[config.mk]
export PLATFORM = sky130hd
export DESIGN_NAME = y86_pipe_ctrl_flat
export DESIGN_NICKNAME = d
export VERILOG_FILES = /design/src/rtl/y86_pipe_ctrl_if.sv /design/src/rtl/y86_pipe_ctrl.sv /design/src/flat_wrapper.sv
export SDC_FILE = /design/constraint.sdc
export NUM_CORES = 1
export LEC_CHECK = 0
export CAP_MARGIN = 20
export CORE_MARGIN = 3
export CORE_UTILIZATION = 30
export DETAILED_ROUTE_END_ITERATION = 8
export SETUP_SLACK_MARGIN = 0.05
export SLEW_MARGIN = 10
export SYNTH_ARGS = -nofsm -noshare
export SYNTH_HDL_FRONTEND = slang
export SYNTH_SLANG_ARGS = --single-unit
export TNS_END_PERCENT = 100
[constraint.sdc]
create_clock -name clk -period 10.1 [get_ports clk]
set_input_delay 2.02 -clock clk [delete_from_list [all_inputs] [get_ports clk]]
set_output_delay 2.02 -clock clk [all_outputs]
set_load 0.005 [all_outputs]
[src/rtl/y86_pipe_ctrl_if.sv]
// Stage-status inputs and pipeline-register controls shared between the
// Y86-64 pipeline control unit (master) and the datapath (slave).
interface y86_pipe_ctrl_if #(
   parameter int CNT_W = 32
);
   logic [3:0]       D_icode;
   logic [3:0]       d_srcA;
   logic [3:0]       d_srcB;
   logic [3:0]       E_icode;
   logic [3:0]       E_dstM;
   logic             e_Cnd;
   logic [3:0]       M_icode;
   logic [2:0]       m_stat;
   logic [3:0]       W_icode;
   logic [2:0]       W_stat;

   logic             F_stall;
   logic             D_stall;
   logic             D_bubble;
   logic             E_bubble;
   logic             M_bubble;
   logic             W_bubble;
   logic             W_stall;
   logic             set_cc;
   logic             halted;
   logic [2:0]       cpu_stat;
   logic [CNT_W-1:0] cyc_cnt;
   logic [CNT_W-1:0] ret_cnt;
   logic [CNT_W-1:0] stall_cnt;
   logic [CNT_W-1:0] flush_cnt;

   modport master (
      input  D_icode, d_srcA, d_srcB, E_icode, E_dstM, e_Cnd,
             M_icode, m_stat, W_icode, W_stat,
      output F_stall, D_stall, D_bubble, E_bubble, M_bubble, W_bubble,
             W_stall, set_cc, halted, cpu_stat,
             cyc_cnt, ret_cnt, stall_cnt, flush_cnt
   );

   modport slave (
      output D_icode, d_srcA, d_srcB, E_icode, E_dstM, e_Cnd,
             M_icode, m_stat, W_icode, W_stat,
      input  F_stall, D_stall, D_bubble, E_bubble, M_bubble, W_bubble,
             W_stall, set_cc, halted, cpu_stat,
             cyc_cnt, ret_cnt, stall_cnt, flush_cnt
   );
endinterface

[src/rtl/y86_pipe_ctrl.sv]
// Y86-64 pipeline control: combinational stall/bubble decode per run state,
// FILL/RUN/DRAIN/STOP sequencing and saturating performance counters.
module y86_pipe_ctrl #(
   parameter int CNT_W       = 32,
   parameter int FILL_CYCLES = 2
) (
   input  logic            clk,
   input  logic            rst,
   y86_pipe_ctrl_if.master bus
);
   localparam logic [3:0] I_NOP   = 4'h1;
   localparam logic [3:0] I_MRMOV = 4'h5;
   localparam logic [3:0] I_OPQ   = 4'h6;
   localparam logic [3:0] I_JXX   = 4'h7;
   localparam logic [3:0] I_RET   = 4'h9;
   localparam logic [3:0] I_POP   = 4'hB;
   localparam logic [3:0] R_NONE  = 4'hF;
   localparam logic [2:0] S_AOK   = 3'd1;
   localparam logic [2:0] S_HLT   = 3'd2;
   localparam logic [2:0] S_ADR   = 3'd3;
   localparam logic [2:0] S_INS   = 3'd4;

   localparam int              FILL_W    = (FILL_CYCLES > 1) ? $clog2(FILL_CYCLES) : 1;
   localparam logic [FILL_W-1:0] FILL_LAST = FILL_W'(FILL_CYCLES - 1);

   typedef enum logic [1:0] {ST_FILL, ST_RUN, ST_DRAIN, ST_STOP} state_t;

   state_t             state_q, state_d;
   logic [FILL_W-1:0]  fill_q, fill_d;
   logic               drain_q, drain_d;
   logic [2:0]         cpu_stat_q, cpu_stat_d;
   logic [CNT_W-1:0]   cyc_q, ret_q, stall_q, flush_q;

   logic lu, rt, mp, mx, wx, active;

   assign lu = (bus.E_icode == I_MRMOV || bus.E_icode == I_POP) && (bus.E_dstM != R_NONE)
               && (bus.E_dstM == bus.d_srcA || bus.E_dstM == bus.d_srcB);
   assign rt = (bus.D_icode == I_RET) || (bus.E_icode == I_RET) || (bus.M_icode == I_RET);
   assign mp = (bus.E_icode == I_JXX) && !bus.e_Cnd;
   assign mx = (bus.m_stat == S_HLT) || (bus.m_stat == S_ADR) || (bus.m_stat == S_INS);
   assign wx = (bus.W_stat == S_HLT) || (bus.W_stat == S_ADR) || (bus.W_stat == S_INS);
   assign active = (state_q == ST_RUN) || (state_q == ST_DRAIN);

   always_comb begin
      state_d      = state_q;
      fill_d       = fill_q;
      drain_d      = drain_q;
      cpu_stat_d   = cpu_stat_q;
      bus.F_stall  = 1'b0;
      bus.D_stall  = 1'b0;
      bus.D_bubble = 1'b0;
      bus.E_bubble = 1'b0;
      bus.M_bubble = 1'b0;
      bus.W_bubble = 1'b0;
      bus.W_stall  = 1'b0;
      bus.set_cc   = 1'b0;
      case (state_q)
         ST_FILL: begin
            bus.F_stall  = 1'b1;
            bus.D_bubble = 1'b1;
            bus.E_bubble = 1'b1;
            bus.M_bubble = 1'b1;
            bus.W_bubble = 1'b1;
            if (fill_q == FILL_LAST) begin
               state_d = ST_RUN;
               fill_d  = '0;
            end else begin
               fill_d = fill_q + FILL_W'(1);
            end
         end
         ST_RUN: begin
            // A mispredict squashes the path, so it overrides the load-use stall in D.
            bus.F_stall  = lu | rt;
            bus.D_stall  = lu & !mp;
            bus.D_bubble = mp | (!lu & rt);
            bus.E_bubble = mp | lu;
            bus.M_bubble = mx | wx;
            bus.W_stall  = wx;
            bus.set_cc   = (bus.E_icode == I_OPQ) & !mx & !wx;
            if (wx) begin
               state_d    = ST_STOP;
               cpu_stat_d = bus.W_stat;
            end else if (mx) begin
               state_d = ST_DRAIN;
               drain_d = 1'b0;
            end
         end
         ST_DRAIN: begin
            bus.F_stall  = 1'b1;
            bus.D_bubble = 1'b1;
            bus.E_bubble = 1'b1;
            bus.M_bubble = 1'b1;
            bus.W_stall  = wx;
            if (wx) begin
               state_d    = ST_STOP;
               cpu_stat_d = bus.W_stat;
            end else if (drain_q) begin
               state_d = ST_RUN;
               drain_d = 1'b0;
            end else begin
               drain_d = 1'b1;
            end
         end
         default: begin
            bus.F_stall  = 1'b1;
            bus.W_stall  = 1'b1;
            bus.D_bubble = 1'b1;
            bus.E_bubble = 1'b1;
            bus.M_bubble = 1'b1;
         end
      endcase
   end

   function automatic logic [CNT_W-1:0] sat_inc(input logic [CNT_W-1:0] v, input logic en);
      return (en && (v != {CNT_W{1'b1}})) ? v + CNT_W'(1) : v;
   endfunction

   always_ff @(posedge clk or posedge rst) begin
      if (rst) begin
         state_q    <= ST_FILL;
         fill_q     <= '0;
         drain_q    <= 1'b0;
         cpu_stat_q <= S_AOK;
         cyc_q      <= '0;
         ret_q      <= '0;
         stall_q    <= '0;
         flush_q    <= '0;
      end else begin
         state_q    <= state_d;
         fill_q     <= fill_d;
         drain_q    <= drain_d;
         cpu_stat_q <= cpu_stat_d;
         cyc_q      <= sat_inc(cyc_q, active);
         ret_q      <= sat_inc(ret_q, active && (bus.W_stat == S_AOK) && (bus.W_icode != I_NOP));
         stall_q    <= sat_inc(stall_q, (state_q == ST_RUN) && bus.F_stall);
         flush_q    <= sat_inc(flush_q, (state_q == ST_RUN) && mp);
      end
   end

   assign bus.halted    = (state_q == ST_STOP);
   assign bus.cpu_stat  = (state_q == ST_STOP) ? cpu_stat_q : S_AOK;
   assign bus.cyc_cnt   = cyc_q;
   assign bus.ret_cnt   = ret_q;
   assign bus.stall_cnt = stall_q;
   assign bus.flush_cnt = flush_q;
endmodule
[src/flat_wrapper.sv]
// flat-port wrapper written by rule: the top's interface ports become plain ports
module y86_pipe_ctrl_flat 
#(
   parameter int CNT_W       = 32,
   parameter int FILL_CYCLES = 2
)
  (clk, rst, bus_D_icode, bus_d_srcA, bus_d_srcB, bus_E_icode, bus_E_dstM, bus_e_Cnd, bus_M_icode, bus_m_stat, bus_W_icode, bus_W_stat, bus_F_stall, bus_D_stall, bus_D_bubble, bus_E_bubble, bus_M_bubble, bus_W_bubble, bus_W_stall, bus_set_cc, bus_halted, bus_cpu_stat, bus_cyc_cnt, bus_ret_cnt, bus_stall_cnt, bus_flush_cnt);
  y86_pipe_ctrl_if #(.CNT_W(CNT_W)) bus_i ();
  input  logic clk;
  input  logic rst;
  input wire logic [$bits(bus_i.D_icode)-1:0] bus_D_icode;
  input wire logic [$bits(bus_i.d_srcA)-1:0] bus_d_srcA;
  input wire logic [$bits(bus_i.d_srcB)-1:0] bus_d_srcB;
  input wire logic [$bits(bus_i.E_icode)-1:0] bus_E_icode;
  input wire logic [$bits(bus_i.E_dstM)-1:0] bus_E_dstM;
  input wire logic [$bits(bus_i.e_Cnd)-1:0] bus_e_Cnd;
  input wire logic [$bits(bus_i.M_icode)-1:0] bus_M_icode;
  input wire logic [$bits(bus_i.m_stat)-1:0] bus_m_stat;
  input wire logic [$bits(bus_i.W_icode)-1:0] bus_W_icode;
  input wire logic [$bits(bus_i.W_stat)-1:0] bus_W_stat;
  output wire logic [$bits(bus_i.F_stall)-1:0] bus_F_stall;
  output wire logic [$bits(bus_i.D_stall)-1:0] bus_D_stall;
  output wire logic [$bits(bus_i.D_bubble)-1:0] bus_D_bubble;
  output wire logic [$bits(bus_i.E_bubble)-1:0] bus_E_bubble;
  output wire logic [$bits(bus_i.M_bubble)-1:0] bus_M_bubble;
  output wire logic [$bits(bus_i.W_bubble)-1:0] bus_W_bubble;
  output wire logic [$bits(bus_i.W_stall)-1:0] bus_W_stall;
  output wire logic [$bits(bus_i.set_cc)-1:0] bus_set_cc;
  output wire logic [$bits(bus_i.halted)-1:0] bus_halted;
  output wire logic [$bits(bus_i.cpu_stat)-1:0] bus_cpu_stat;
  output wire logic [$bits(bus_i.cyc_cnt)-1:0] bus_cyc_cnt;
  output wire logic [$bits(bus_i.ret_cnt)-1:0] bus_ret_cnt;
  output wire logic [$bits(bus_i.stall_cnt)-1:0] bus_stall_cnt;
  output wire logic [$bits(bus_i.flush_cnt)-1:0] bus_flush_cnt;
  assign bus_i.D_icode = bus_D_icode;
  assign bus_i.d_srcA = bus_d_srcA;
  assign bus_i.d_srcB = bus_d_srcB;
  assign bus_i.E_icode = bus_E_icode;
  assign bus_i.E_dstM = bus_E_dstM;
  assign bus_i.e_Cnd = bus_e_Cnd;
  assign bus_i.M_icode = bus_M_icode;
  assign bus_i.m_stat = bus_m_stat;
  assign bus_i.W_icode = bus_W_icode;
  assign bus_i.W_stat = bus_W_stat;
  assign bus_F_stall = bus_i.F_stall;
  assign bus_D_stall = bus_i.D_stall;
  assign bus_D_bubble = bus_i.D_bubble;
  assign bus_E_bubble = bus_i.E_bubble;
  assign bus_M_bubble = bus_i.M_bubble;
  assign bus_W_bubble = bus_i.W_bubble;
  assign bus_W_stall = bus_i.W_stall;
  assign bus_set_cc = bus_i.set_cc;
  assign bus_halted = bus_i.halted;
  assign bus_cpu_stat = bus_i.cpu_stat;
  assign bus_cyc_cnt = bus_i.cyc_cnt;
  assign bus_ret_cnt = bus_i.ret_cnt;
  assign bus_stall_cnt = bus_i.stall_cnt;
  assign bus_flush_cnt = bus_i.flush_cnt;
  y86_pipe_ctrl #(.CNT_W(CNT_W), .FILL_CYCLES(FILL_CYCLES)) u_core (.clk(clk), .rst(rst), .bus(bus_i));
endmodule
# Yosys cells after proc, flatten, opt, wreduce, memory -nomap -nowiden
# Index checks and enable logic that the tools add are counted.
# totals
register_bits,135
input_bits,37
# classes
addsub,5
muxes,21
n_reduce_logical,32
n_bitwise,8
eq_ne,31
# ops
cell,count
$add A32 B1 Y32 const B,4
$ne A32 B32 Y1 const B,4
$eq A4 B4 Y1 const B,4
$eq A3 B2 Y1 const B,4
$eq A4 B3 Y1 const B,3
$mux W1,12
$logic_and A1 B1 Y1,11
$mux W2,5
$logic_or A1 B1 Y1,9
$eq A4 B4 Y1,2
$reduce_and A4 Y1,2
$eq A3 B3 Y1 const B,2
$ne A3 B1 Y1 const B,2
$pmux W2 S3,1
$logic_not A1 Y1,5
$and A1 B1 Y1,4
$eq A2 B2 Y1 const B,2
$ne A2 B1 Y1 const B,2
$ne A2 B2 Y1 const B,2
$ne A4 B1 Y1 const B,1
$ne A4 B4 Y1 const B,1
$or A1 B1 Y1,4
$pmux W1 S2,2
$eq A3 B1 Y1 const B,1
8 further kinds,8

# Depth between registers and ports, before layout
# Gate-level depths: netlist (run 1).
# depth
ltp_word,8
ltp_mapped,9

# Worst setup path before layout (run 1)
# Ideal clock, no wire load.
# synth_timing
path_type,input port to output port
from,input port bus_E_icode[1]
to,output port bus_D_stall
path_stages,4
arrival_time_ns,2.978
setup_slack_ns,5.102
path_cell_list,or3b_1 -> a211oi_2 -> o21a_1 -> and2_1
# synth_via
elab_chain_cells,6
elab_cells_between_ends,10
# synth_rtl
item,line_no,rtl
start: declaration,flat_wrapper.sv:14,input wire logic [$bits(bus_i.E_icode)-1:0] bus_E_icode;
$eq A4 B3 Y1 / $eq A4 B4 Y1 (equally long branches),y86_pipe_ctrl.sv:36,assign lu = (bus.E_icode == I_MRMOV || bus.E_icode == I_POP) && (bus.E_dstM != R_NONE)
$logic_or A1 B1 Y1,y86_pipe_ctrl.sv:36,
$logic_and A1 B1 Y1,y86_pipe_ctrl.sv:36,
$logic_and A1 B1 Y1,y86_pipe_ctrl.sv:37,&& (bus.E_dstM == bus.d_srcA || bus.E_dstM == bus.d_srcB);
$and A1 B1 Y1 *,y86_pipe_ctrl.sv:74,bus.D_stall = lu & !mp;
$mux W1 *,y86_pipe_ctrl.sv:57,case (state_q)
end: declaration,flat_wrapper.sv:22,output wire logic [$bits(bus_i.D_stall)-1:0] bus_D_stall;
# Mark *: on every way between the ends. The rest lies on a longest branch, timed or not.

# Final worst setup path (run 1)
# layout_timing
from,input port bus_E_dstM[1]
to,output port bus_D_stall
# layout_via
elab_chain_cells,5
elab_cells_between_ends,8
# layout_rtl
item,line_no,rtl
start: declaration,flat_wrapper.sv:15,input wire logic [$bits(bus_i.E_dstM)-1:0] bus_E_dstM;
$ne A4 B4 Y1 / $eq A4 B4 Y1 (equally long branches),"y86_pipe_ctrl.sv:36, y86_pipe_ctrl.sv:37",
$logic_and A1 B1 Y1 / $logic_or A1 B1 Y1 (equally long branches),"y86_pipe_ctrl.sv:36, y86_pipe_ctrl.sv:37",
$logic_and A1 B1 Y1 *,y86_pipe_ctrl.sv:37,
$and A1 B1 Y1 *,y86_pipe_ctrl.sv:74,
$mux W1 *,y86_pipe_ctrl.sv:57,
# Marks and branches as above.

==> results.py, run 1 <==
metrics = {
    "status": {
        "outcome": "complete, no violations",
    },
    "clock_tree": {
        "cts_tree": "yes",
        "cts_inserted_buffers": 17,
        "cts.repair.resized": 0,
        "post-cts-setup-buffers": 0,
        "path_clk_slew_ns": 0.06,
        "clk_latency_ns": 0.41,
        "clock_sinks": 135,
        "hold_buffers": 0,
        "clk_path_buf_depth": 2,
        "htreeDepth": 4,
        "root_buffer": "clkbuf_16",
    },
    "synth": {
        "synth-compound-area-share_pct": 3.03,
        "ys.flop_type": "dfrtp_1",
        "synth-simple-area-share_pct": 25.1,
        "yosys.cell_types.count": 52,
        "syn-num-nets": 689,
        "synth_mux_area_share_pct": 1.64,
        "avgSynthCellArea_sq_um": 10.4,
        "synth_top_family_by_area": "simple AND/OR/NAND/NOR gates",
        "synthAdderAreaFrac_pct": 1.49,
        "synthCells": 644,
        "synth_seq_cells": 135,
        "synth_area_sq_um": 6730,
        "async_reset_ff_share_pct": 100,
        "ys_seq_area_share_pct": 50.2,
        "synth_xor_area_share_pct": 16.7,
        "synth_edf_count": 0,
        "yosys_warnings": 0,
    },
    "route": {
        "first_iter_violations": 211,
        "wirelength_um": 17000,
        "routed.top_layer": "met4",
        "wl_met3_um": 549,
        "firstDrtPassIters": 4,
        "detail-route-antenna-nets": 0,
        "wl_met1_um": 8040,
        "wl_met2_um": 8180,
        "vias": 5346,
        "drc": 0,
        "avgViaCountPerCell": 4.76,
        "wire_per_inst_um": 15.1,
    },
    "sta": {
        "skew_ns": 0.0133,
        "setup-violations-final": 0,
        "rsz0062_at_grt": "no",
        "final.setup.tns_ns": 0,
        "min_period_ns": 6.08,
        "drv_slew": 0,
        "clock.fmax_ghz": 0.165,
        "tightest_slew_ns": 0.962,
        "hold_viol_final": 0,
        "post-route-period-util_pct": 60.2,
        "holdWs_ns": 0.488,
        "slew_headroom_pct": 35.9,
    },
    "final_layout": {
        "fill_cells": 2110,
        "diodes": 0,
        "fin_nets": 876,
        "drive_gt1_share_pct": 6.87,
        "finalNonFillerCells": 1124,
        "areaGrowthSynthToFinish_pct": 39.5,
    },
    "grt": {
        "gr-total-overflow": 0,
        "grt_pass1_wl_um": 28200,
        "grt_max_degree": 75,
        "antenna_found_initial": 0,
        "grt_use_total_pct": 14.3,
        "grt_pass1_vias": 5411,
    },
    "pwr": {
        "p_leak_nw": 3.92,
        "p_seq_share_pct": 40.4,
        "pwr-share-comb_pct": 20.9,
        "power_frac_clock_pct": 38.7,
        "vdd_drop_max_mv": 0.0913,
        "intPower_w": 0.00114,
        "powerDensity_nw_per_um2": 172,
        "switching_share_pct": 29.5,
        "power.net_switching_w": 0.000476,
    },
    "worst_setup_path": {
        "cp_max_fo": 3,
        "required_ns": 8.08,
        "crit_path_max_incr_delay_ns": 0.50,
        "slowest_stage": "clkdlybuf4s50_1",
        "cp_common_cell": "clkdlybuf4s50_1",
        "cp-start-kind": "input pin",
        "crit_arrival_ns": 4.06,
        "r2r_slack_ns": 7.23,
        "setup.worst_path.end_class": "output port",
        "crit_path_cell_trace": "clkdlybuf4s50_1 > xor2_1 > nor4_1 > o21a_1 > and2_1 > clkdlybuf4s50_1",
        "critPathKind": "input pin to output port",
    },
    "hold_path": {
        "worstHoldPathType": "flop to flop",
    },
    "placement": {
        "dp_cells": 1092,
        "dp_hpwl_um": 12500,
        "portBuffers": 176,
        "place_congestion": 0.747,
    },
    "die": {
        "core-area_sq_um": 22000,
        "rows": 54,
        "dieArea_sq_um": 24300,
        "die_h_um": 156,
        "die_w_um": 156,
        "io_pins": 177,
        "start_util_pct": 30.6,
    },
    "flow_run": {
        "cap_violations": 0,
    },
}
flip-flops by register name, indices dropped and copies added, names as in the netlist:
register              flops
u_core.bus.cyc_cnt       32
u_core.bus.flush_cnt     32
u_core.bus.ret_cnt       32
u_core.bus.stall_cnt     32
u_core.cpu_stat_q         3
u_core.drain_q            1
u_core.fill_q             1
u_core.state_q            2
path summary, 6_finish.rpt:
check,startpoint,endpoint,cells after the start
max,bus_E_dstM[1],bus_D_stall,6
min,u_core.bus.cyc_cnt[27],u_core.bus.cyc_cnt[27],1
max reg2reg,u_core.state_q[1],u_core.bus.flush_cnt[27],8
min reg2reg,u_core.bus.cyc_cnt[27],u_core.bus.cyc_cnt[27],1
max in group asynchronous,rst,u_core.bus.cyc_cnt[28],3
min in group asynchronous,rst,u_core.bus.flush_cnt[23],2
cell type report:
| cell class | count | area, sq um | share of cell area (%) |
|---|---|---|---|
| inverters | 19 | 76.3 | 0.813 |
| clock inverters | 13 | 146 | 1.56 |
| well taps | 280 | 350 | 3.73 |
| repair buffers | 177 | 1770 | 18.8 |
| flip-flops and latches | 135 | 3380 | 36.0 |
| multi-input cells | 481 | 3220 | 34.3 |
| clock buffers | 19 | 443 | 4.72 |
layout by cell type, fill, tap and decap left out, types with 2 or more instances in the layout:
cell type,n
nor4bb_1,2
clkinvlp_4,5
nand3_1,56
mux2i_1,2
mux2_2,7
clkbuf_16,17
nor4_1,6
nor4_2,2
inv_1,18
and3_1,17
inv_6,4
nor2_1,40
nand4_1,45
nor3_1,24
nand2b_1,4
a21oi_1,7
and2_1,11
a21oi_2,2
o21a_1,4
a211o_1,2
nand2_1,65
xnor2_1,87
or3b_1,2
clkinv_4,2
or2_2,3
o21ai_0,4
clkdlybuf4s50_1,176
and4_1,13
ha_1,8
xor2_1,41
nand3b_1,3
dfrtp_1,134
a31oi_1,2
or3_1,5
bufinv_16,2
cell usage after synthesis (6+ instances only):
cell     instances  area, sq um
dfrtp_1        134         3350
xnor2_1         87          762
nand2_1         65          244
nand3_1         56          280
nand4_1         45          282
xor2_1          41          359
nor2_1          40          150
nor3_1          24          120
inv_1           19         71.3
and3_1          17          106
and4_1          13          114
and2_1          11         68.8
ha_1             8          100
a21oi_1          7         35.0
mux2_2           7         78.8
nor4_1           6         37.5
cells by family after synthesis:
| logic type | after synthesis |
|---|---|
| muxes | 10 |
| and+or+nand+nor | 308 |
| xor gates and xnor gates | 128 |
| DFF | 135 |
| adders and majority gates | 8 |
| buffers and inverters | 28 |
| AOI/OAI and AO/OA | 27 |
power groups by stage:
stage          logic, W  registers [W]  clock network [W]
2_1_floorplan  0.000179       0.000651                  0
3_3_place_gp   0.000343       0.000660                  0
3_5_place_dp   0.000347       0.000663                  0
4_1_cts        0.000348       0.000654           0.000641
5_1_grt        0.000379       0.000662           0.000666
6_report       0.000338       0.000652           0.000625
critical path: cells and delay by family:
kind	cells	cell delay (ns)
xor gates and xnor gates	1	0.19
buffers and inverters	2	0.97
AOI/OAI and AO/OA	1	0.25
and+or+nand+nor	2	0.63
per-layer routing:
| layer | track usage, % | vias up |
|---|---|---|
| li1 | - | 2627 |
| met4 | 4.58 | 0 |
| met1 | 19.4 | 2610 |
| met5 | 0 | - |
| met2 | 23.0 | 96 |
| met3 | 2.80 | 13 |
stage by stage:
stage               util, %  area, sq um  setup WS [ns]  total power (W)
floorplan                 -         6730           4.47         0.000830
detailed placement     40.1         8800           4.01          0.00101
CTS                    42.7         9390           4.01          0.00164
finish                 42.7         9390           4.02          0.00162
global placement       40.1         8800           4.05          0.00100
global route           42.7         9390           3.91          0.00171
(Power assumes the default switching activity.)
==> run 2: changes to the inputs <==
clock period = 5.1 ns   (was 10.1 ns; I/O delays follow)
==> run 2 against run 1 <==
Net effect:
- total power grew 110%
- cell count hardly changed
- register-to-register slack worse by 4.9 ns
- largest power group is now clock
==> results.py, run 2 (same netlist as run 1, synthesis figures left out) <==
metrics = {
    "final_layout": {
        "layout_commonest_cell": "clkdlybuf4s50_1",
        "drive_gt1_share_pct": 6.86,
        "fill_cells": 2092,
        "diodes": 0,
        "ff_latch_area_sq_um": 3380,
        "finalNonFillerCells": 1125,
        "areaGrowthSynthToFinish_pct": 40.9,
        "multiInputGateArea_sq_um": 3220,
        "fin_nets": 877,
        "final_cell_mix": "clkdlybuf4s50_1 (176), dfrtp_1 (134), xnor2_1 (87)",
    },
    "route": {
        "wire_per_inst_um": 15.1,
        "wirelength_um": 16900,
        "detail-route-antenna-nets": 0,
        "firstDrtPassIters": 4,
        "drc": 0,
        "avgViaCountPerCell": 4.80,
        "first_iter_violations": 211,
        "vias": 5403,
    },
    "clock_tree": {
        "cts.repair.resized": 0,
        "root_buffer": "clkbuf_16",
        "cts_inserted_buffers": 17,
        "hold_buffers": 0,
        "cts_tree": "yes",
        "clk_path_buf_depth": 2,
        "clk_latency_ns": 0.42,
        "clock_sinks": 135,
        "post-cts-setup-buffers": 0,
        "path_clk_slew_ns": 0.06,
        "htreeDepth": 4,
    },
    "sta": {
        "setup-violations-final": 0,
        "post-route-period-util_pct": 79.5,
        "drv_slew": 0,
        "final.setup.tns_ns": 0,
        "hold_viol_final": 0,
        "tightest_slew_ns": 0.687,
        "rsz0062_at_grt": "no",
        "slew_headroom_pct": 54.0,
        "skew_ns": 0.0110,
        "clock.fmax_ghz": 0.246,
        "min_period_ns": 4.06,
    },
    "worst_setup_path": {
        "reg2reg_depth": 8,
        "cp_max_fo": 4,
        "critPathKind": "input pin to output port",
        "setup.worst_path.end_class": "output port",
        "required_ns": 4.08,
        "cp-start-kind": "input pin",
        "crit_arrival_ns": 3.04,
    },
    "grt": {
        "grt_use_total_pct": 14.4,
        "grt_pass1_vias": 5367,
        "antenna_found_initial": 0,
        "grt_max_degree": 110,
        "gr-total-overflow": 0,
        "grt_pass1_wl_um": 28300,
    },
    "hold_path": {
        "hold_depth": 1,
        "worstHoldPathType": "flop to flop",
    },
    "placement": {
        "place_congestion": 0.740,
        "dp_hpwl_um": 12400,
        "dp_cells": 1092,
        "portBuffers": 176,
    },
    "die": {
        "die_h_um": 156,
        "start_util_pct": 30.6,
        "io_pins": 177,
        "die_w_um": 156,
        "core-area_sq_um": 22000,
        "rows": 54,
        "dieArea_sq_um": 24300,
    },
    "pwr": {
        "powerDensity_nw_per_um2": 353,
        "p_total_w": 0.00335,
        "vdd_drop_max_mv": 0.220,
        "p_leak_nw": 3.97,
    },
    "flow_run": {
        "cap_violations": 0,
    },
    "status": {
        "outcome": "complete, no violations",
    },
}
-- run 2: cell types whose count changed in the layout (fill, tap and decap cells not counted) --
cell | previous run | this run
buf_16 | 0 | 1
bufinv_16 | 2 | 5
clkbuf_1 | 1 | 2
clkbuf_8 | 1 | 2
clkinv_4 | 2 | 1
clkinvlp_4 | 5 | 3
inv_6 | 4 | 2
-- run 2: area by class of cell --
type	count	area share, %
multi-input cells	481	34.0
well taps	280	3.70
repair buffers	178	19.0
flip-flops and latches	135	35.6
clock buffers	21	4.86
inverters	19	0.805
clock inverters	11	2.06
-- run 2: path summary, 6_finish.rpt --
check | slack (ns) | startpoint | endpoint
setup / recovery | 1.04 | bus_E_icode[2] | bus_D_stall
min in group asynchronous | 1.01 | rst | u_core.bus.ret_cnt[11]
max in group asynchronous | 2.99 | rst | u_core.bus.cyc_cnt[2]
hold / removal | 0.47 | u_core.fill_q | u_core.fill_q
setup reg to reg | 2.30 | u_core.state_q[1] | u_core.bus.flush_cnt[27]
hold reg to reg | 0.47 | u_core.fill_q | u_core.fill_q
-- run 2: critical path, stage by stage --
cell	delay, ns
clkdlybuf4s50_1	0.51
or3b_1	0.37
a211oi_2	0.29
o21a_1	0.21
and2_1	0.14
clkdlybuf4s50_1	0.49
-- run 2: power by group --
| part | leakage (nW) | internal (W) | switching (W) |
|---|---|---|---|
| Combinational | 1.84 | 0.000351 | 0.000324 |
| Clock | 0.310 | 0.000897 | 0.000489 |
| Sequential | 1.82 | 0.00117 | 0.000122 |
-- run 2: metal layers --
layer | track usage [%] | vias up | wire length (um)
li1 | - | 2644 | -
met5 | 0 | - | 0
met1 | 19.6 | 2638 | 7980
met3 | 2.97 | 15 | 687
met2 | 22.6 | 106 | 8040
met4 | 5.34 | 0 | 223
-- run 2: through the flow --
stage / setup slack, ns / hold slack, ns / cell area (sq um) / util (%)
2_1_floorplan: 0.471 / 0.442 / 6730 / -
3_5_place_dp: 1.04 / 0.457 / 8800 / 40.1
4_1_cts: 1.03 / 0.469 / 9450 / 43.0
6_report: 1.04 / 0.466 / 9480 / 43.2
3_3_place_gp: 1.04 / 0.456 / 8800 / 40.1
5_1_grt: 0.955 / 0.480 / 9480 / 43.2
==> run 3: changes to the inputs <==
clock period = 3.55 ns   (was 5.1 ns; I/O delays follow)
==> run 3 against run 2 <==
Net effect:
- cell count grew 0.27%
- clock-buffer cell count is 1 lower
- combinational power rose by 44%
- critical path depth unchanged
- total power up 41%
- clock skew is 0.0014 ns higher
- sequential power is 44% higher
- largest cell class unchanged
- utilization is essentially flat
==> results.py, run 3 (same netlist as run 1, synthesis figures left out) <==
metrics = {
    "clock_tree": {
        "clock_sinks": 135,
        "clk_path_buf_depth": 2,
        "cts_inserted_buffers": 17,
        "clk_latency_ns": 0.42,
        "root_buffer": "clkbuf_16",
        "cts_tree": "yes",
        "path_clk_slew_ns": 0.06,
        "hold_buffers": 0,
        "htreeDepth": 4,
    },
    "die": {
        "dieArea_sq_um": 24300,
        "rows": 54,
        "io_pins": 177,
        "core-area_sq_um": 22000,
        "die_w_um": 156,
        "start_util_pct": 30.6,
        "die_h_um": 156,
    },
    "status": {
        "outcome": "complete, no violations",
    },
    "pwr": {
        "vdd_drop_max_mv": 0.262,
        "p_leak_nw": 3.97,
        "powerDensity_nw_per_um2": 498,
    },
    "route": {
        "wirelength_um": 17200,
        "wire_per_inst_um": 15.2,
        "first_iter_violations": 207,
        "detail-route-antenna-nets": 0,
        "avgViaCountPerCell": 4.82,
        "vias": 5436,
        "firstDrtPassIters": 6,
        "drc": 0,
    },
    "grt": {
        "antenna_found_initial": 0,
        "grt_use_total_pct": 14.2,
        "grt_pass1_vias": 5285,
        "grt_max_degree": 60,
        "gr-total-overflow": 0,
        "grt_pass1_wl_um": 27800,
    },
    "worst_setup_path": {
        "rr_startpoint": "u_core.state_q[1]",
        "critPathKind": "input pin to output port",
        "setup.worst_path.end_class": "output port",
        "cp-start-kind": "input pin",
        "r2r_slack_ns": 0.86,
        "crit_arrival_ns": 2.70,
        "required_ns": 2.84,
        "reg2reg_depth": 8,
        "cp_max_fo": 4,
        "r2r-end": "u_core.bus.flush_cnt[31]",
        "cp-startpoint": "bus_E_icode[2]",
    },
    "final_layout": {
        "fin_nets": 881,
        "drive_gt1_share_pct": 7.31,
        "areaGrowthSynthToFinish_pct": 41.0,
        "finalCoreUtilization_pct": 43.2,
        "diodes": 0,
        "finalNonFillerCells": 1128,
        "layout_commonest_cell": "clkdlybuf4s50_1",
        "final_cell_mix": "clkdlybuf4s50_1 (176), dfrtp_1 (134), xnor2_1 (87)",
    },
    "hold_path": {
        "whs_endpoint": "u_core.cpu_stat_q[1]",
        "hold_depth": 2,
        "worstHoldPathType": "flop to flop",
        "worstHoldStart": "u_core.cpu_stat_q[1]",
    },
    "placement": {
        "dp_hpwl_um": 12500,
        "post-place-ws_ns": 0.104,
        "portBuffers": 176,
        "place_congestion": 0.765,
        "dp_cells": 1096,
    },
    "sta": {
        "final.setup.tns_ns": 0,
        "hold_viol_final": 0,
        "drv_slew": 0,
        "tightest_slew_ns": 0.613,
        "fin_ws_ns": 0.139,
        "min_period_ns": 3.41,
        "skew_ns": 0.0124,
        "setup-violations-final": 0,
        "slew_headroom_pct": 59.0,
        "post-route-period-util_pct": 96.1,
        "clock.fmax_ghz": 0.293,
        "rsz0062_at_grt": "no",
    },
    "flow_run": {
        "cap_violations": 0,
    },
}
run 3: cell count changes in the layout (fill, tap and decap cells not counted), sizes merged:
cell,delta
inv,-2
clkinv,+3
clkbuf,-1
bufinv,-1
buf,+4
run 3: through the flow:
step / power (W) / hold slack [ns] / instance area (sq um)
6_report: 0.00472 / 0.472 / 9490
5_1_grt: 0.00498 / 0.493 / 9490
2_1_floorplan: 0.00236 / 0.442 / 6730
4_1_cts: 0.00479 / 0.471 / 9470
3_5_place_dp: 0.00287 / 0.459 / 8850
3_3_place_gp: 0.00286 / 0.457 / 8850
run 3: worst max-delay path by stage:
stage / depth (start not counted) / slack (ns) / to
after floorplan: 1 / 1.16 / u_core.bus.cyc_cnt[0]
after global placement: 6 / 0.12 / bus_D_stall
after detailed placement: 6 / 0.10 / bus_D_stall
after CTS: 6 / 0.10 / bus_D_stall
after global routing: 6 / 0.07 / bus_D_stall
final: 6 / 0.14 / bus_D_stall
run 3: layer usage:
metal	share of wire, %	wire, um	GRT usage, %
met5	0	0	0
met4	1.3	228	5.05
met3	3.8	646	3.13
met2	48	8230	22.7
met1	47	8050	19.2
run 3: final cells by class:
class	count	area [sq um]
well taps	280	350
flip-flops and latches	135	3380
multi-input cells	481	3230
clock buffers	20	447
fillers	2102	12500
clock inverters	11	175
inverters	19	75.1
repair buffers	182	1830
run 3: worst max-delay path, stage by stage:
cell and delay [ns]:
clkdlybuf4s50_1 0.50, or3b_1 0.37, a211oi_2 0.30, o21a_1 0.20, and2_1 0.13, clkdlybuf4s50_1 0.50
run 3: what timing repair did:
action	4_1_cts	5_1_grt
buffers inserted	0	1
setup endpoints to repair	0	3
resized for setup	0	1
run 3: where the power goes:
group / leakage [nW] / internal [W] / switching, W / total (W)
clock network: 0.296 / 0.00119 / 0.000698 / 0.00189
registers: 1.82 / 0.00168 / 0.000177 / 0.00186
logic: 1.85 / 0.000507 / 0.000465 / 0.000972
